===== config.mk =====
export PLATFORM = sky130hd
export DESIGN_NAME = addsub_iter
export DESIGN_NICKNAME = d
export VERILOG_FILES = /design/src/rtl/addsub_pkg.sv /design/src/rtl/addsub_iter_cla_slice.sv /design/src/rtl/addsub_iter.sv
export SDC_FILE = /design/constraint.sdc
export NUM_CORES = 1
export LEC_CHECK = 0
export ABC_AREA = 1
export BUFFER_PORTS_ARGS = -buffer_cell sky130_fd_sc_hd__buf_2
export CAP_MARGIN = 10
export CORE_MARGIN = 2
export CORE_UTILIZATION = 26
export DETAILED_ROUTE_END_ITERATION = 12
export SLEW_MARGIN = 10
export SYNTH_ARGS = -nofsm -noshare
export SYNTH_HDL_FRONTEND = slang
export SYNTH_SLANG_ARGS = --single-unit

===== constraint.sdc =====
create_clock -name clk -period 4.4 [get_ports clk]
set_input_delay 0.22 -clock clk [delete_from_list [all_inputs] [get_ports clk]]
set_output_delay 0.22 -clock clk [all_outputs]
set_load 0.005 [all_outputs]

===== src/rtl/addsub_pkg.sv =====
// Shared types and sizing helpers for the iterative adder/subtractor.
// Slice count and index width are derived here so the top and bench agree.
package addsub_pkg;

  typedef enum logic [1:0] {
    IDLE = 2'd0,
    RUN  = 2'd1,
    DONE = 2'd2
  } state_t;

  localparam logic OP_ADD = 1'b0;
  localparam logic OP_SUB = 1'b1;

  function automatic int nchunk(input int width, input int chunk);
    return width / chunk;
  endfunction

  // A single-slice build still needs a 1-bit index register.
  function automatic int idx_width(input int width, input int chunk);
    int n;
    n = width / chunk;
    return (n > 1) ? $clog2(n) : 1;
  endfunction

endpackage


===== src/rtl/addsub_iter_cla_slice.sv =====
// Combinational CHUNK-bit carry-lookahead adder; exposes the carry into the
// top bit so the caller can form signed overflow.
module cla_slice #(
  parameter int CHUNK = 8
) (
  input  logic [CHUNK-1:0] a,
  input  logic [CHUNK-1:0] b,
  input  logic             cin,
  output logic [CHUNK-1:0] sum,
  output logic             cout,
  output logic             c_msb
);

  logic [CHUNK-1:0] p;
  logic [CHUNK-1:0] g;
  logic [CHUNK:0]   c;
  logic             cc;
  logic             pp;

  assign p = a ^ b;
  assign g = a & b;

  // Each carry is a flat sum of products over generate/propagate terms.
  always_comb begin
    cc   = 1'b0;
    pp   = 1'b0;
    c    = '0;
    c[0] = cin;
    for (int i = 0; i < CHUNK; i++) begin
      cc = g[i];
      pp = p[i];
      for (int j = i - 1; j >= 0; j--) begin
        cc = cc | (pp & g[j]);
        pp = pp & p[j];
      end
      c[i+1] = cc | (pp & cin);
    end
  end

  assign sum   = p ^ c[CHUNK-1:0];
  assign cout  = c[CHUNK];
  assign c_msb = c[CHUNK-1];

endmodule


===== src/rtl/addsub_iter.sv =====
// Multi-cycle WIDTH-bit add/subtract, one CHUNK-bit slice per clock through a
// shared lookahead slice; busy and done are registered one cycle behind the FSM.
module addsub_iter
  import addsub_pkg::*;
#(
  parameter int WIDTH = 32,
  parameter int CHUNK = 8
) (
  input  logic             clk,
  input  logic             rst,
  input  logic             start,
  input  logic             op,
  input  logic [WIDTH-1:0] a,
  input  logic [WIDTH-1:0] b,
  output logic             busy,
  output logic             done,
  output logic [WIDTH-1:0] result,
  output logic             carry,
  output logic             overflow,
  output logic             zero,
  output logic             negative
);

  localparam int             NCHUNK = nchunk(WIDTH, CHUNK);
  localparam int             IW     = idx_width(WIDTH, CHUNK);
  localparam logic [IW-1:0]  LAST   = IW'(NCHUNK - 1);

  state_t           state;
  logic [WIDTH-1:0] a_q;
  logic [WIDTH-1:0] b_q;
  logic [WIDTH-1:0] res_next;
  logic [IW-1:0]    idx;
  logic             cy;
  logic [CHUNK-1:0] sa;
  logic [CHUNK-1:0] sb;
  logic [CHUNK-1:0] ssum;
  logic             scout;
  logic             smsb;
  int               base;

  always_comb begin
    base     = int'(idx) * CHUNK;
    sa       = a_q[base +: CHUNK];
    sb       = b_q[base +: CHUNK];
    res_next = result;
    res_next[base +: CHUNK] = ssum;
  end

  cla_slice #(.CHUNK(CHUNK)) u_slice (
    .a     (sa),
    .b     (sb),
    .cin   (cy),
    .sum   (ssum),
    .cout  (scout),
    .c_msb (smsb)
  );

  always_ff @(posedge clk) begin
    if (rst) begin
      state    <= IDLE;
      busy     <= 1'b0;
      done     <= 1'b0;
      result   <= '0;
      carry    <= 1'b0;
      overflow <= 1'b0;
      zero     <= 1'b1;
      negative <= 1'b0;
      idx      <= '0;
      cy       <= 1'b0;
      a_q      <= '0;
      b_q      <= '0;
    end else begin
      busy <= (state == RUN);
      done <= (state == DONE);
      case (state)
        IDLE, DONE: begin
          if (start) begin
            // Subtract is A + ~B with the +1 entering as the slice-0 carry.
            a_q   <= a;
            b_q   <= b ^ {WIDTH{op == OP_SUB}};
            cy    <= (op == OP_SUB);
            idx   <= '0;
            state <= RUN;
          end else begin
            state <= IDLE;
          end
        end
        RUN: begin
          result <= res_next;
          cy     <= scout;
          if (idx == LAST) begin
            state    <= DONE;
            idx      <= '0;
            carry    <= scout;
            overflow <= smsb ^ scout;
            zero     <= (res_next == '0);
            negative <= res_next[WIDTH-1];
          end else begin
            idx <= idx + 1'b1;
          end
        end
        default: state <= IDLE;
      endcase
    end
  end

endmodule


==> flow_summary.yaml <==
outcome:
  status: "complete, no violations"
route:
  drc: 0
  ant_nets: 0
  dr.pass1.iters: 5
  wl_per_cell_um: 13.8
  via_count: 5452
  drt-initial-drc-count: 412
  routed_wl_mm: 16.3
  via_per_inst: 4.63
worst_setup_path:
  cp-end-kind: "flip-flop"
  crit_fanout: 20
  reg2reg_from: "idx[1]"
  setup.worst_path.start: "idx[1]"
  crit_required_ns: 4.71
  r2r_cells: 20
  crit_arrival_ns: 3.47
  start_kind: "flip-flop"
  criticalPathCategory: "reg -> reg"
worst_hold_path:
  min_from: "a[31]"
  hp-class: "in -> reg"
  whs_path_depth: 3
clock_network:
  clk-insertion-delay-late_ns: 0.36
  clockBufferDepth: 2
  htreeDepth: 3
  tritoncts: "yes"
  cts-hold-fix-buffers: 0
  clock_sinks: 107
  clkSlewWorstSetupHoldPaths_ns: 0.08
  cts-resized-gates: 0
  post_cts_buffers: 0
  cts_inserted_buffers: 9
  cts-root-buf: "clkbuf_16"
placement:
  finalWeightedCongestion: 0.896
  place_ws_ns: 1.28
  portBuffers: 105
  dp.final_hpwl_mm: 12.1
timing:
  finalWorstSetupSlack_ns: 1.24
  fin_crit_sh: 0.719
  worstMarginPinSlew_ns: 1.04
  hold_viol_final: 0
  fin_crit_ns: 3.16
  skew_ns: 0.00743
  setup_viol: 0
  rsz0062_at_grt: "no"
  slew_violations: 0
  setup-tns-final_ns: 0
  max-slew-margin-rel: 0.306
  max_freq_ghz: 0.316
synth:
  yosys_most_used_dff: "dfxtp_1"
  ys_warn_count: 0
  syn_area_mm2: 0.00556
  netlist_instances: 822
  synth_top_area_share: 0.385
  avgSynthCellArea_um2: 6.77
  ys_top_cells_by_area: "dfxtp_1 (39%), nor2_1 (12%), o21ai_0 (11%)"
  synth-edff-count: 0
  synth_cell_types: 27
  async_flop_share: 0
  synth_top_area_cell: "dfxtp_1"
  synth_nets: 906
  seq_area_frac_synth: 0.385
  ys_seq_elements: 107
global_routing:
  grt_overflow_total: 0
  antenna_found_initial: 0
  grt_pass1_vias: 4927
  grtUsageTotal: 0.146
  grt_pass1_wl_mm: 25.6
  grt_max_degree: 83
layout:
  nets: 983
  area_growth_pct: 18.5
  drive_above_1_share: 0.156
  n_antenna_cell: 0
die:
  core_area_mm2: 0.0210
  die_y_um: 150
  ioPinCount: 106
  die_w_um: 150
  die-area_mm2: 0.0226
  start_util: 0.265
  rows: 53
flow_run:
  cap_violations: 0
power_and_ir_drop:
  powerDensity_mw_per_mm2: 390
  p_leak_nw: 3.11
  max-vdd-ir-drop_v: 0.000216
==> layer usage <==
layer  up-vias  global-route usage  routed length, um
li1       2840                   -                  -
met1      2441               0.200               7760
met2       155               0.228               7330
met3        16              0.0348                987
met4         0              0.0434                226
met5         -                   0                  0
==> critical path: stages, from the launching register on <==
cell     delay [ns]
dfxtp_1        0.30
buf_4          0.19
inv_1          0.41
o21ai_0        0.19
o22ai_1        0.34
fa_1           0.51
nand2_1        0.12
nor2_1         0.06
nand2_1        0.09
nand2_1        0.06
nor2_1         0.11
nand2_1        0.07
nor2_1         0.09
nand2_1        0.05
nor2_1         0.09
nand2_1        0.06
nor2_1         0.08
nand2_1        0.05
nor2_1         0.10
nand3_1        0.07
nand2_1        0.06
==> final timing paths <==
kind,end,slack [ns]
min reg2reg,done,0.47
min,a_q[31],0.11
max reg2reg,zero,1.24
max,zero,1.24
==> where the power goes <==
part | internal, mW | switching (mW) | total [mW]
sequential | 1.05 | 0.0540 | 1.10
combinational | 0.234 | 0.434 | 0.668
clock | 0.394 | 0.403 | 0.797
total | 1.68 | 0.891 | 2.57
==> synth_stat cells, types with 3 or more instances <==
cell and number:
nor2_1 172, o21ai_0 125, dfxtp_1 107, nand2_1 107, inv_1 74, a21oi_1 44
clkbuf_1 41, nand3_1 34, xnor2_1 32, o22ai_1 17, ha_1 15, o211ai_1 13
nand4_1 12, nand2_2 7, inv_2 4, a31oi_1 3, buf_1 3, clkinv_1 3
==> through the flow <==
stage	cells	hold WS, ns	area [um2]	util	total power [mW]
3_5_place_dp	1163	0.451	6310	0.300	1.79
4_1_cts	1178	0.100	6590	0.314	2.59
3_3_place_gp	1163	0.449	6310	0.300	1.79
6_report	1178	0.111	6590	0.314	2.57
2_1_floorplan	822	0.387	5560	-	1.57
5_1_grt	1178	0.117	6590	0.314	2.74
==> sequential cells by signal, indices dropped and copies added, names as in the netlist <==
| register | count |
|---|---|
| zero | 1 |
| negative | 1 |
| cy | 1 |
| a_q | 32 |
| result | 32 |
| b_q | 32 |
| overflow | 1 |
| idx | 2 |
| done | 1 |
| state | 2 |
| carry | 1 |
| busy | 1 |
==> cell usage in the layout, fill, tap and decap left out <==
cell type and n:
nor2_1 172, o21ai_0 125, nand2_1 107, dfxtp_1 107
buf_2 105, inv_1 74, a21oi_1 44, nand3_1 34
xnor2_1 32, o22ai_1 17, ha_1 15, o211ai_1 13
nand4_1 12, clkbuf_16 9, nand2_2 7, buf_4 6
inv_2 5, a31oi_1 3, clkinv_1 2, clkinv_4 2
nor2_2 1, or2_2 1, a22oi_1 1, nor3_1 1
nand3b_1 1, nor2_4 1, a32o_1 1, fa_1 1
clkinvlp_4 1, clkinv_8 1, inv_8 1, inv_6 1
==> logic make-up (layout without fill, tap and decap cells) <==
kind of cell / count (synthesis) / in the layout / synth area share
AO/OA/AOI/OAI: 204 / 204 / 0.195
XOR/XNOR: 32 / 32 / 0.0504
adder cells (fa/ha/maj): 16 / 16 / 0.0373
buffers and inverters: 126 / 207 / 0.0852
flip-flops: 107 / 107 / 0.385
AND/OR/NAND/NOR: 337 / 337 / 0.247
==> cell type report <==
class | count | area (um2)
fillers | 2304 | 14400
multi-input cells | 589 | 2950
flip-flops and latches | 107 | 2140
repair buffers | 111 | 571
well taps | 275 | 344
inverters | 81 | 304
clock buffers | 9 | 225
clock inverters | 6 | 61.3
(Power assumes the default switching activity.)
